File: src/rtl/eflags_writeback_if.sv
// eflags_writeback bus: issue/writeback handshake, committed flags
// and condition-code query between the pipeline and the flags unit.
interface eflags_writeback_if;
  logic        iss_valid;
  logic        iss_ready;
  logic        wb_valid;
  logic [2:0]  wb_op;
  logic [31:0] wb_flags;
  logic        flush;
  logic [31:0] eflags;
  logic        flags_busy;
  logic [3:0]  cc;
  logic        cc_true;
  logic        cc_valid;
  logic        err;

  modport master (
    output iss_valid, wb_valid, wb_op, wb_flags, flush, cc,
    input  iss_ready, eflags, flags_busy, cc_true, cc_valid, err
  );

  modport slave (
    input  iss_valid, wb_valid, wb_op, wb_flags, flush, cc,
    output iss_ready, eflags, flags_busy, cc_true, cc_valid, err
  );
endinterface

File: src/rtl/eflags_writeback.sv
// Architectural EFLAGS, in-flight flag-writer scoreboard, tttn eval.
// Define EFLAGS_CC_EVAL_EN to build the condition evaluator.
module eflags_writeback #(
  parameter int PENDING_DEPTH = 4,
  parameter int CNT_W         = 3
) (
  input logic               clk,
  input logic               reset,
  eflags_writeback_if.slave bus
);

  localparam logic [31:0] STAT_M = 32'h0000_08D5;
  localparam logic [31:0] DF_M   = 32'h0000_0400;
  localparam logic [31:0] FIX1   = 32'h0000_0002;
  localparam logic [31:0] LIVE_M = STAT_M | DF_M;

  localparam logic [CNT_W-1:0] ONE  = CNT_W'(1);
  localparam logic [CNT_W-1:0] FULL = CNT_W'(PENDING_DEPTH);

  logic [CNT_W-1:0] count;
  logic [31:0]      flags_q;
  logic             err_q;
  logic [31:0]      wmask;
  logic [31:0]      next_flags;
  logic             issue;
  logic             retire;
  logic             bad_wb;

  assign bus.iss_ready = ~bus.flush & (count < FULL);
  assign issue  = bus.iss_valid & bus.iss_ready;
  assign retire = bus.wb_valid & (count != '0);
  assign bad_wb = bus.wb_valid & (count == '0) & ~bus.flush;

  // Which architectural flags the retiring op owns.
  always_comb begin
    wmask = '0;
    unique case (bus.wb_op)
      3'd0, 3'd1, 3'd3, 3'd4, 3'd6: wmask = STAT_M;
      3'd5, 3'd7:                   wmask = DF_M;
      default:                      wmask = '0;
    endcase
  end

  assign next_flags =
    (((flags_q & ~wmask) | (bus.wb_flags & wmask)) & LIVE_M) | FIX1;

  // Pending flag-writer count; flush drops all younger writers.
  always_ff @(posedge clk) begin
    if (reset) begin
      count <= '0;
    end else if (bus.flush) begin
      count <= '0;
    end else if (issue && !retire) begin
      count <= count + ONE;
    end else if (retire && !issue) begin
      count <= count - ONE;
    end
  end

  // Commit owned flags of a legal writeback, even alongside flush.
  always_ff @(posedge clk) begin
    if (reset) begin
      flags_q <= FIX1;
    end else if (retire) begin
      flags_q <= next_flags;
    end
  end

  // Sticky error for a writeback with nothing in flight.
  always_ff @(posedge clk) begin
    if (reset) begin
      err_q <= 1'b0;
    end else if (bad_wb) begin
      err_q <= 1'b1;
    end
  end

  assign bus.eflags     = flags_q;
  assign bus.flags_busy = (count != '0);
  assign bus.cc_valid   = (count == '0);
  assign bus.err        = err_q;

`ifdef EFLAGS_CC_EVAL_EN
  logic cf, pf, zf, sf, of_b, cc_hit;

  assign cf   = flags_q[0];
  assign pf   = flags_q[2];
  assign zf   = flags_q[6];
  assign sf   = flags_q[7];
  assign of_b = flags_q[11];

  // tttn decode against committed flags only, no bypass.
  always_comb begin
    cc_hit = 1'b0;
    unique case (bus.cc)
      4'h0: cc_hit = of_b;
      4'h1: cc_hit = ~of_b;
      4'h2: cc_hit = cf;
      4'h3: cc_hit = ~cf;
      4'h4: cc_hit = zf;
      4'h5: cc_hit = ~zf;
      4'h6: cc_hit = cf | zf;
      4'h7: cc_hit = ~(cf | zf);
      4'h8: cc_hit = sf;
      4'h9: cc_hit = ~sf;
      4'hA: cc_hit = pf;
      4'hB: cc_hit = ~pf;
      4'hC: cc_hit = sf ^ of_b;
      4'hD: cc_hit = ~(sf ^ of_b);
      4'hE: cc_hit = zf | (sf ^ of_b);
      4'hF: cc_hit = ~(zf | (sf ^ of_b));
      default: cc_hit = 1'b0;
    endcase
  end

  assign bus.cc_true = cc_hit;
`else
  logic unused_cc;
  assign unused_cc   = ^bus.cc;
  assign bus.cc_true = 1'b0;
`endif

endmodule

File: src/flat_wrapper.sv
// flat-port wrapper written by rule: the top's interface ports become plain ports
module eflags_writeback_flat 
#(
  parameter int PENDING_DEPTH = 4,
  parameter int CNT_W         = 3
)
  (clk, reset, bus_iss_valid, bus_wb_valid, bus_wb_op, bus_wb_flags, bus_flush, bus_cc, bus_iss_ready, bus_eflags, bus_flags_busy, bus_cc_true, bus_cc_valid, bus_err);
  eflags_writeback_if bus_i ();
  input logic clk;
  input logic reset;
  input wire logic [$bits(bus_i.iss_valid)-1:0] bus_iss_valid;
  input wire logic [$bits(bus_i.wb_valid)-1:0] bus_wb_valid;
  input wire logic [$bits(bus_i.wb_op)-1:0] bus_wb_op;
  input wire logic [$bits(bus_i.wb_flags)-1:0] bus_wb_flags;
  input wire logic [$bits(bus_i.flush)-1:0] bus_flush;
  input wire logic [$bits(bus_i.cc)-1:0] bus_cc;
  output wire logic [$bits(bus_i.iss_ready)-1:0] bus_iss_ready;
  output wire logic [$bits(bus_i.eflags)-1:0] bus_eflags;
  output wire logic [$bits(bus_i.flags_busy)-1:0] bus_flags_busy;
  output wire logic [$bits(bus_i.cc_true)-1:0] bus_cc_true;
  output wire logic [$bits(bus_i.cc_valid)-1:0] bus_cc_valid;
  output wire logic [$bits(bus_i.err)-1:0] bus_err;
  assign bus_i.iss_valid = bus_iss_valid;
  assign bus_i.wb_valid = bus_wb_valid;
  assign bus_i.wb_op = bus_wb_op;
  assign bus_i.wb_flags = bus_wb_flags;
  assign bus_i.flush = bus_flush;
  assign bus_i.cc = bus_cc;
  assign bus_iss_ready = bus_i.iss_ready;
  assign bus_eflags = bus_i.eflags;
  assign bus_flags_busy = bus_i.flags_busy;
  assign bus_cc_true = bus_i.cc_true;
  assign bus_cc_valid = bus_i.cc_valid;
  assign bus_err = bus_i.err;
  eflags_writeback #(.PENDING_DEPTH(PENDING_DEPTH), .CNT_W(CNT_W)) u_core (.clk(clk), .reset(reset), .bus(bus_i));
endmodule
File: config.mk
export PLATFORM = sky130hd
export DESIGN_NAME = eflags_writeback_flat
export DESIGN_NICKNAME = d
export VERILOG_FILES = /design/src/rtl/eflags_writeback_if.sv /design/src/rtl/eflags_writeback.sv /design/src/flat_wrapper.sv
export SDC_FILE = /design/constraint.sdc
export NUM_CORES = 1
export LEC_CHECK = 0
export CORE_AREA = 2 2 59 61
export DETAILED_ROUTE_END_ITERATION = 16
export DIE_AREA = 0 0 61 63
export GPL_TIMING_DRIVEN = 0
export PLACE_DENSITY_LB_ADDON = 0.08
export SLEW_MARGIN = 20
export SYNTH_ARGS = -nofsm -noshare
export SYNTH_HDL_FRONTEND = slang
export SYNTH_SLANG_ARGS = --single-unit
File: constraint.sdc
create_clock -name clk -period 5.8 [get_ports clk]
set_clock_uncertainty 0.2 [all_clocks]
set_input_delay 1.16 -clock clk [delete_from_list [all_inputs] [get_ports clk]]
set_output_delay 1.16 -clock clk [all_outputs]
set_load 0.05 [all_outputs]
==> summary.txt <==
Final Cell Area = 1190 µm²
Synth Warn # = 0
Clock Pin Slew Worst Setup and Hold Paths = 70 ps
Hold slack = 275 ps
Remaining DRCs = 0
CTS tree = built
Synthesized area = 766 µm²
First-pass GRT wire length = 2470 µm
Layout cells sized above 1 = 23.9%
Worst EP arrival = 2560 ps
Syn Inst Count = 85
PD cells = 214 nW/µm²
Hold Buf Count CTS = 0
Avg Inst Size Synth = 9.01 µm²
Final period util = 67.7%
H-tree lvl count = 1
Initial antenna violation count = 0
Synth area leaders = dfxtp_1 29%, buf_4 25%, nand2b_1 9.8%
Worst path slowest cell = clkdlybuf4s50_1
Critical Path Most Common Cell = clkdlybuf4s50_1
RSZ-0062 raised after global routing = false
Critical Path Max Stage Delay = 830 ps
Max cap viols = 0
Initial drt markers = 6
Core Util, Final = 36.8%
CP cell instances = clkdlybuf4s50_1 -> nor2_1 -> clkdlybuf4s50_1
Vias in the first global route = 579
Port Buf Inserts = 25
Root buf cell = clkbuf_4
Antenna diodes = 0
Crit path required time = 4440 ps
Commonest cells after routing, fill and taps aside = 26 x buf_4, 26 x conb_1, 25 x clkdlybuf4s50_1
Register area share after synthesis = 28.8%
Initial Utilization = 23.7%
Endpoints failing setup = 0
Via count = 617
Post-Layout Cell Count = 184
Row count = 21
Clock sink count = 11
Tightest Pin Transition = 499 ps
Final count of pins violating max slew = 0
Clk buf depth = 2
CP Max Fanout = 3
Number of buffers created by CTS = 3
HPWL Detailed = 1220 µm
Worst setup EP type = primary output
Minimum clock period = 3920 ps
Hold Vio Cnt, Final = 0
Post-CTS sizing = 0
Placeable core area = 3230 µm²
Status = complete, no violations
Fmax = 0.255 GHz
Antenna-violating nets left = 0
Maximum vdd drop = 0.000146 V
Crit Path Class = input pin to primary output
Post-CTS Setup Inserts = 0
TNS Setup = 0 ps
Largest net degree at the start of global routing = 11
Placed Cells = 180
Post-synth top area cell = dfxtp_1
Nets = 185
Average wire per standard cell = 7.90 µm
Total placed instance area = 1160 µm²
Syn-to-layout area delta = 55.4%
TritonRoute pass-1 iters = 2
Critical path startpoint category = input pin
Overflow after GRT = 0
IO Count = 81
FF+latch count, synth = 11
Total wire length = 1450 µm
Die area = 3840 µm²
Final GP Congestion = 0.648
Via-to-Cell Ratio = 3.35
Worst Hold Class = flop to flop
Leakage = 0.544 nW
Die width = 61 µm
Die Ht = 63 µm
Synth cell types = 24
Headroom to the max-slew limit = 66.6%
Clock latency on the worst-skew pair = 260 ps
Synth top area share = 28.8%
Total GRT Usage = 8.46%
-- power by group --
part	switching (W)	internal (W)	total (W)
clock	0.0000237	0.0000266	0.0000503
combinational	0.0000767	0.0000433	0.000120
sequential	0.00000442	0.0000798	0.0000842
-- through the flow --
stage / setup WS (ps) / total power, W
after floorplan: 2280 / 0.000180
after detailed placement: 1880 / 0.000206
after global placement: 1860 / 0.000206
after CTS: 1870 / 0.000259
final: 1880 / 0.000255
after global routing: 1800 / 0.000271
-- synth_stat cells --
library cell,number
o31ai_4,1
fa_1,1
xor2_1,2
or2_2,1
clkbuf_1,1
o21ai_0,2
o41ai_1,1
nor2b_1,1
nand2_1,1
or3_1,1
ha_1,1
and2_1,1
buf_4,26
nor2_1,5
dfxtp_1,11
or3_2,1
a31oi_1,1
nand2b_1,12
nor3b_1,1
a21oi_1,1
nor3b_4,1
conb_1,2
mux2i_1,7
inv_1,3
-- area by class of cell --
| class | count | area [µm²] |
|---|---|---|
| Sequential cell | 11 | 220 |
| Inverter | 3 | 11.3 |
| Fill cell | 352 | 2040 |
| Tap cell | 46 | 57.6 |
| Clock buffer | 4 | 26.3 |
| Multi-Input combinational cell | 68 | 425 |
| Buffer | 27 | 199 |
| Timing Repair Buffer | 25 | 250 |
-- logic make-up after synthesis --
logic type	synth area share (%)
simple gates	20.4
other cells	0.981
flops	28.8
mux	9.15
compound gates	6.70
xor+xnor	2.29
buf+inv	27.5
fa+ha+maj	4.25
-- final timing paths --
check / start / end / slack [ps] / depth (start not counted)
worst max register to register: u_core.count[1] / u_core.count[2] / 3500 / 7
worst min register to register: flop / flop / 280 / 2
worst max-delay path: bus_flush / bus_iss_ready / 1880 / 3
worst min-delay path: flop / flop / 280 / 2
-- metal layers --
metal	part of all wire, %	GRT usage [%]	vias up	wire length [µm]
met2	49	14.2	25	713
met3	8.3	4.35	2	120
met5	0	0	-	0
met4	0.55	1.63	0	8
li1	-	-	329	-
met1	42	9.36	261	612
-- critical path: cells and delay by family --
kind	cells	cell delay [ps]
simple gates	1	160
buf+inv	2	1240
(Power assumes the default switching activity.)
